`src/rtl/add_sub_serial_pkg.sv`:
```
`default_nettype none
// ------------------------------------------------------------------
// add_sub_serial_pkg: state encoding and helpers for add_sub_serial_p
// Rev 1.0
// ------------------------------------------------------------------
package add_sub_serial_pkg;

  localparam int MAX_DECOY = 8;

  // Dense 4-bit codes; decoy codes are scattered between the real ones.
  typedef enum logic [3:0] {
    ST_DECOY_1 = 4'h0,
    ST_RUN     = 4'h3,
    ST_DECOY_4 = 4'h5,
    ST_IDLE    = 4'h6,
    ST_DECOY_6 = 4'h7,
    ST_DECOY_2 = 4'h9,
    ST_DONE    = 4'hA,
    ST_DECOY_7 = 4'hB,
    ST_DECOY_0 = 4'hC,
    ST_DECOY_5 = 4'hE,
    ST_DECOY_3 = 4'hF
  } state_t;

  function automatic int cnt_width(input int ndig);
    return (ndig <= 2) ? 1 : $clog2(ndig);
  endfunction

  function automatic state_t decoy_state(input int idx);
    case (idx)
      0:       return ST_DECOY_0;
      1:       return ST_DECOY_1;
      2:       return ST_DECOY_2;
      3:       return ST_DECOY_3;
      4:       return ST_DECOY_4;
      5:       return ST_DECOY_5;
      6:       return ST_DECOY_6;
      7:       return ST_DECOY_7;
      default: return ST_DECOY_0;
    endcase
  endfunction

  function automatic int decoy_index(input state_t s);
    case (s)
      ST_DECOY_1: return 1;
      ST_DECOY_2: return 2;
      ST_DECOY_3: return 3;
      ST_DECOY_4: return 4;
      ST_DECOY_5: return 5;
      ST_DECOY_6: return 6;
      ST_DECOY_7: return 7;
      default:    return 0;
    endcase
  endfunction

endpackage
`default_nettype wire

```
`src/rtl/add_sub_digit.sv`:
```
`default_nettype none
// ------------------------------------------------------------------
// add_sub_digit: combinational DIGIT-bit ripple adder with MSB carry-in
// Rev 1.0
// ------------------------------------------------------------------
module add_sub_digit #(
  parameter int DIGIT = 1
) (
  input  logic [DIGIT-1:0] da,
  input  logic [DIGIT-1:0] db,
  input  logic             cin,
  output logic [DIGIT-1:0] s,
  output logic             cout,
  output logic             c_msb_in
);

  logic c;

  always_comb begin
    c        = cin;
    s        = '0;
    c_msb_in = 1'b0;
    for (int i = 0; i < DIGIT; i++) begin
      if (i == DIGIT - 1) c_msb_in = c;
      s[i] = da[i] ^ db[i] ^ c;
      c    = (da[i] & db[i]) | (c & (da[i] ^ db[i]));
    end
    cout = c;
  end

endmodule
`default_nettype wire

```
`src/rtl/add_sub_serial_p.sv`:
```
`default_nettype none
// ------------------------------------------------------------------
// add_sub_serial_p: digit-serial add/subtract, masked operands, key lock
// Rev 1.0
// ------------------------------------------------------------------
module add_sub_serial_p
  import add_sub_serial_pkg::*;
#(
  parameter int               WIDTH   = 16,
  parameter int               DIGIT   = 1,
  parameter logic [WIDTH-1:0] A_MASK  = '0,
  parameter logic [WIDTH-1:0] B_MASK  = '0,
  parameter int               KEY_W   = 8,
  parameter logic [KEY_W-1:0] KEY     = KEY_W'(8'hA5),
  parameter int               N_DECOY = 4
) (
  input  logic             clk,
  input  logic             rst,
  input  logic             in_valid,
  output logic             in_ready,
  input  logic [WIDTH-1:0] a,
  input  logic [WIDTH-1:0] b,
  input  logic             sub,
  input  logic [KEY_W-1:0] key,
  input  logic             flush,
  output logic             out_valid,
  input  logic             out_ready,
  output logic [WIDTH-1:0] result,
  output logic             cout,
  output logic             ovf
);

  localparam int NDIG = WIDTH / DIGIT;
  localparam int CW   = cnt_width(NDIG);

  state_t           state;
  logic [WIDTH-1:0] a_reg;
  logic [WIDTH-1:0] b_reg;
  logic             sub_reg;
  logic             carry;
  logic [CW-1:0]    count;

  logic [DIGIT-1:0] da;
  logic [DIGIT-1:0] db;
  logic [DIGIT-1:0] s;
  logic             c;
  logic             c_msb;

  // Masks are stripped one digit at a time as the operand leaves the register.
  assign da = a_reg[DIGIT-1:0] ^ A_MASK[count*DIGIT +: DIGIT];
  assign db = (b_reg[DIGIT-1:0] ^ B_MASK[count*DIGIT +: DIGIT]) ^ {DIGIT{sub_reg}};

  add_sub_digit #(
    .DIGIT (DIGIT)
  ) u_digit (
    .da       (da),
    .db       (db),
    .cin      (carry),
    .s        (s),
    .cout     (c),
    .c_msb_in (c_msb)
  );

  assign in_ready  = (state == ST_IDLE);
  assign out_valid = (state == ST_DONE);

  always_ff @(posedge clk or posedge rst) begin
    if (rst) begin
      state   <= ST_IDLE;
      a_reg   <= '0;
      b_reg   <= '0;
      sub_reg <= 1'b0;
      carry   <= 1'b0;
      count   <= '0;
      result  <= '0;
      cout    <= 1'b0;
      ovf     <= 1'b0;
    end else begin
      case (state)
        ST_IDLE: begin
          if (in_valid) begin
            if (key == KEY) begin
              a_reg   <= a ^ A_MASK;
              b_reg   <= b ^ B_MASK;
              sub_reg <= sub;
              carry   <= sub;
              count   <= '0;
              result  <= '0;
              state   <= ST_RUN;
            end else begin
              state <= ST_DECOY_0;
            end
          end
        end
        ST_RUN: begin
          if (flush) begin
            state <= ST_IDLE;
          end else begin
            result <= WIDTH'({s, result} >> DIGIT);
            a_reg  <= a_reg >> DIGIT;
            b_reg  <= b_reg >> DIGIT;
            carry  <= c;
            count  <= count + 1'b1;
            if (count == CW'(NDIG - 1)) begin
              cout  <= c;
              ovf   <= c ^ c_msb;
              state <= ST_DONE;
            end
          end
        end
        ST_DONE: begin
          if (flush || out_ready) state <= ST_IDLE;
        end
        ST_DECOY_0, ST_DECOY_1, ST_DECOY_2, ST_DECOY_3,
        ST_DECOY_4, ST_DECOY_5, ST_DECOY_6, ST_DECOY_7: begin
          state <= decoy_state((decoy_index(state) + 1) % N_DECOY);
        end
        default: state <= ST_DECOY_0;
      endcase
    end
  end

endmodule
`default_nettype wire

```
`config.mk`:
```
export PLATFORM = sky130hd
export DESIGN_NAME = add_sub_serial_p
export DESIGN_NICKNAME = d
export VERILOG_FILES = /design/src/rtl/add_sub_serial_pkg.sv /design/src/rtl/add_sub_digit.sv /design/src/rtl/add_sub_serial_p.sv
export SDC_FILE = /design/constraint.sdc
export NUM_CORES = 1
export LEC_CHECK = 0
export CORE_MARGIN = 3
export CORE_UTILIZATION = 25
export DETAILED_ROUTE_END_ITERATION = 16
export GPL_TIMING_DRIVEN = 0
export SYNTH_ARGS = -nofsm -noshare
export SYNTH_HDL_FRONTEND = slang
export SYNTH_SLANG_ARGS = --single-unit
```
`constraint.sdc`:
```
create_clock -name clk -period 3.8 [get_ports clk]
set_input_delay 0.95 -clock clk [delete_from_list [all_inputs] [get_ports clk]]
set_output_delay 0.95 -clock clk [all_outputs]
set_load 0.05 [all_outputs]
```
---- Yosys cells after proc, flatten, opt, wreduce, memory -nomap -nowiden ----
Memories as Yosys holds them, arrays and structs flattened.
Index checks and enable logic that the tools add are counted.
storage, ports and cells
  memory bits (read-only) ................. 32
  bits in registers ....................... 60
  latch bits .............................. 0
  input port bits ......................... 46
  output and inout bits ................... 20
  logic and storage cells ................. 80
  memories kept ........................... 1
  bits in writable memories ............... 0
cells by class
  magnitude comparators ................... 0
  shifts and indexed selects .............. 1
  multiplexer cells ....................... 29
  divide/modulo/power cells ............... 0
  reductions and logical operators ........ 10
  multipliers ............................. 0
  bitwise gates (word level) .............. 11
  add/subtract/negate cells ............... 2
  equal/unequal tests ..................... 17
memory list
  memory            words  bits a word  read ports  clocked after Yosys merged registers in  write ports  line                      text
  (name not given)  8      4            1           0                                        0            add_sub_serial_pkg.sv:30  case (idx)
operator list
  cell                                                         number
  2-to-1 mux 16 bit                                            9
  one-hot mux 16 bit (2 select lines)                          3
  2-to-1 mux 4 bit                                             9
  adder 32 x 2 -> 32 bit (second input constant)               1
  2-to-1 mux 32 bit                                            1
  zero test 29 bit                                             1
  == test 4 bit (second input constant)                        7
  one-hot mux 3 bit (7 select lines)                           1
  one-hot mux 4 bit (4 select lines)                           1
  variable part select 16 x 5 -> 1 bit (first input constant)  1
  == test 4 x 3 -> 1 bit (second input constant)               3
  AND reduction 3 bit                                          3
  == test 8 bit (second input constant)                        1
  one-hot mux 4 bit (2 select lines)                           1
  OR reduction 8 bit                                           1
  XOR 1 bit                                                    6
  adder 4 x 1 -> 4 bit (second input constant)                 1
  == test 4 x 2 -> 1 bit (second input constant)               1
  zero test 4 bit                                              1
  != test 2 x 1 -> 1 bit (second input constant)               2
  != test 2 bit (second input constant)                        2
  AND reduction 4 bit                                          1
  AND 1 bit                                                    3
  2-to-1 mux 1 bit                                             3
  other kinds (7)                                              7

---- Longest topological paths before layout ----
  depth after elaboration ................. 9
  depth in mapped cells ................... 8

---- By module ----
From an unflattened synthesis, not the netlist that was laid out.
second synthesis, totals
  cell total of the unflattened synthesis .. 269
  area total of the unflattened synthesis .. 3220.6 um^2
by module, submodules not included
  module            area each (um^2)  cells each  instances
  add_sub_serial_p  3193.1            267         1
  add_sub_digit     27.5              2           1

---- Worst setup path after synthesis ----
OpenSTA, ideal clock, no wires.
  path type ............................... input to register
  start ................................... in key[3]
  end ..................................... reg a_reg[5]
  setup time .............................. 125 ps
  required time ........................... 3675 ps
  cell stages on the path ................. 5
  path slack .............................. 1417 ps
  arrival time ............................ 2258 ps
  cells stage by stage .................... and4bb_2 > a31oi_1 > a211oi_4 > buf_6 > mux2_2
on the way
  longest elaborated chain between the ends .. 3
ends and longest elaborated chain
  element                                  line                     text
  from (decl)                              add_sub_serial_p.sv:24   input logic [KEY_W-1:0] key,
  == test 8 bit                            add_sub_serial_p.sv:82   if (key == KEY) begin
  != test 2 x 1 -> 1 bit (no source line)  -
  AND reduction 4 bit (no source line)     -
  to (signal assigned)                     add_sub_serial_p.sv:83   a_reg <= a ^ A_MASK;
  to (signal assigned)                     add_sub_serial_p.sv:100  a_reg <= a_reg >> DIGIT;
  to (decl)                                add_sub_serial_p.sv:37   logic [WIDTH-1:0] a_reg;
No other way between the ends.
A chain may end at the register's enable or synchronous reset.

---- Final worst setup path ----
  start ................................... reg state[1]
  end ..................................... out out_valid
on the way
  longest elaborated chain between the ends .. 1
ends and longest elaborated chain
  element                 line                     text
  from (decl)             add_sub_serial_p.sv:36   state_t state;
  from (signal assigned)  add_sub_serial_p.sv:116  state <= decoy_state((decoy_index(state) + 1) % N_DECOY);
  == test 4 bit           add_sub_serial_p.sv:65   assign out_valid = (state == ST_DONE);
  to (decl)               add_sub_serial_p.sv:26   output logic out_valid,
No other way between the ends.

==> out/qor.csv <==
stage,metric,value,unit
clock_tree,CTS max path bufs,2,
setup_path,kind of critical path,flip-flop to primary output,
floorplanning,Rows,40,
power_and_ir_drop,peak supply drop,0.243,mV
routing,max layer used,met4,
routing,routed wire length,7240,um
setup_path,Worst R2R Setup Slack,1.38,ns
power_and_ir_drop,total power,0.00245,W
grt,initial antenna violation count,0,
finish,Fill cells,1221,
yosys,Synthesis Warnings,0,
clock_tree,Root Driver,clkbuf_16,
power_and_ir_drop,Lkg Pwr,2.01,nW
clock_tree,setup bufs post-CTS,0,
grt,largest net degree at the start of global routing,41,
place,Final Wtd Congestion,0.809,
routing,wire length per cell,13.1,um
setup_path,Worst setup EP type,primary output,
timing,Final Hold Violating Endpoints,0,
timing,"Slew Viols, Final",0,
finish,Antenna Cells,0,
setup_path,Setup crit end,out_valid,
timing,"Setup violations, final",0,
clock_tree,post-CTS sizing,0,
yosys,post-synthesis sequential area ratio,48.4,%
run,max_cap viols,0,
place,input/output buffers,64,
yosys,top cell type's share of synthesized area,46.7,%
clock_tree,CTS Buf Count,9,
setup_path,cells on worst reg2reg path,8,
routing,"antenna viol nets, final",0,
place,DP HPWL,5290,um
hold_path,type of the most critical hold path,flip-flop to flip-flop,
yosys,cell accounting for the most synthesized area,dfrtp_1,
floorplanning,initial core utilization,25.8,%
yosys,Syn Area/Cell,10.3,um2
yosys,number of enable flip-flop cells after synthesis,0,
clock_tree,clk slew on worst S/H paths,0.05,ns
setup_path,CP Launch Type,flip-flop,
finish,Multi-input gate area,0.00147,mm2
timing,skew final,0.00863,ns
routing,Met1 Wirelength,3440,um
yosys,Area contributors post-synth,"dfrtp_1, nand2_1, mux2_1, a22o_1, mux2_2",
grt,total grt overflow,0,
clock_tree,worst-skew pair later-pin latency,0.33,ns
finish,"commonest non-fill, non-tap cell in the layout",nand2_1,
yosys,unique cell type count in the Yosys netlist,48,
timing,period utilization,79.3,%
finish,most frequent cells in the layout,"nand2_1, clkdlybuf4s50_1, dfrtp_1, mux2_1, a22o_1",
finish,layout cells sized above 1,12.3,%
routing,drt first pass iters,4,
floorplanning,die height,118,um
routing,Met2 Wirelength,3420,um
finish,Final #Nets,428,
routing,WL met3,312,um
timing,fmax,0.332,GHz
clock_tree,CTS tree,yes,
finish,Sequential Area,0.00150,mm2
setup_path,CP Max Fanout,7,
yosys,Post-Syn Instances,302,
grt,first-pass GRT wire length,11700,um
finish,Area Overhead vs Synth,38.8,%
timing,slew margin rel.,61.3,%
setup_path,reg2reg start,state[2],
grt,vias in the first global route,2344,
clock_tree,clock sink total,60,
routing,DR iter-0 viols,136,
yosys,Synth async-reset ratio,100,%
floorplanning,core footprint,0.0121,mm2
floorplanning,Ports,66,
routing,via count,2434,
hold_path,hold path start,b_reg[3],
run_status,outcome,"finished, final reports clean",
floorplanning,die span in x,118,um
grt,Tot GR Track Use,10.5,%
place,dpl cells,535,
clock_tree,H-Tree Depth,3,
timing,TNS Setup,0,ns
routing,DR vias/cell,4.42,
yosys,"Net Count, Synth",352,
clock_tree,hold-fix buffers at CTS,0,
yosys,ys flop type,dfrtp_1,
finish,number of non-filler instances in the completed layout,551,
yosys,mapped cell area,0.00311,mm2
yosys,Yosys reg bits,60,
routing,Post-route DRC,0,
setup_path,Critical Path Start,state[1],
setup_path,Critical Path RT,2.85,ns
timing,Worst-Margin Slew,0.577,ns
floorplanning,die area,0.0138,mm2
timing,RSZ-0062 raised after global routing,no,
power_and_ir_drop,PD cells,567,mW/mm2
setup_path,worst reg2reg path endpoint,state[2],
setup_path,worst path arrival time,2.06,ns
timing,fin crit period,3.01,ns
==> per-stage QoR <==
stage	hold WS, ns	util, %	setup WS, ns	instance area [um2]
after floorplan	0.457	-	1.37	3110
after global placement	0.467	32.8	0.229	3960
after detailed placement	0.475	33.0	0.782	3980
after CTS	0.486	35.8	0.744	4320
after global routing	0.501	35.8	0.656	4320
final	0.482	35.8	0.785	4320
==> cell type report <==
type / instances / area share, %
buffer: 18 / 2.23
clock buffer: 11 / 5.86
clock inverter: 5 / 1.94
inverter: 11 / 0.957
multi-input combinational: 213 / 34.0
sequential: 60 / 34.9
tap: 168 / 4.87
timing repair buffer: 65 / 15.3
==> power by group <==
part	switching [W]	internal, W
Combinational	0.000294	0.000327
Clock	0.000288	0.000610
Sequential	0.000110	0.000819
Total	0.000692	0.00176
==> cell families after synthesis <==
| group | synth area share (%) |
|---|---|
| DFF | 48.4 |
| buffers and inverters | 4.43 |
| adders and majority gates | 1.85 |
| muxes | 13.9 |
| xor gates and xnor gates | 1.85 |
| and+or+nand+nor | 18.7 |
| AOI/OAI and AO/OA | 10.9 |
==> Yosys cell counts, types with 2 or more instances <==
master / instances
dfrtp_1: 58
mux2i_1: 6
clkbuf_1: 8
nand3_1: 2
o211ai_1: 5
buf_1: 2
nor4_1: 2
buf_6: 3
and3_1: 2
mux2_1: 23
and4bb_2: 3
a22o_1: 16
or4_1: 2
buf_2: 5
mux2_2: 10
ha_1: 3
nor2b_1: 2
o31ai_1: 2
nor2_1: 5
inv_1: 10
xnor2_1: 3
o21ai_0: 4
a21oi_1: 6
nand2b_1: 4
nand2_1: 89
dfstp_2: 2
a31oi_1: 4
==> metal layers <==
metal  up-vias  track usage (%)
met5         -                0
met4         0             2.71
met3         6             3.32
met2        54             16.8
met1      1171             14.0
li1       1203                -
==> critical path, cell delays in order (launching register included) <==
cell and delay [ns]:
dfstp_2 0.58, nand2b_1 0.17, nor2_1 0.17, clkdlybuf4s50_1 0.82
==> worst min-delay path by stage <==
stage,endpoint,slack [ns],cells after the start
floorplan,a_reg[1],0.46,1
global placement,a_reg[3],0.47,1
detailed placement,a_reg[3],0.47,1
CTS,b_reg[3],0.49,1
global route,b_reg[3],0.50,1
finish,b_reg[3],0.48,1
No activity file was read; power rests on OpenSTA's default activity.
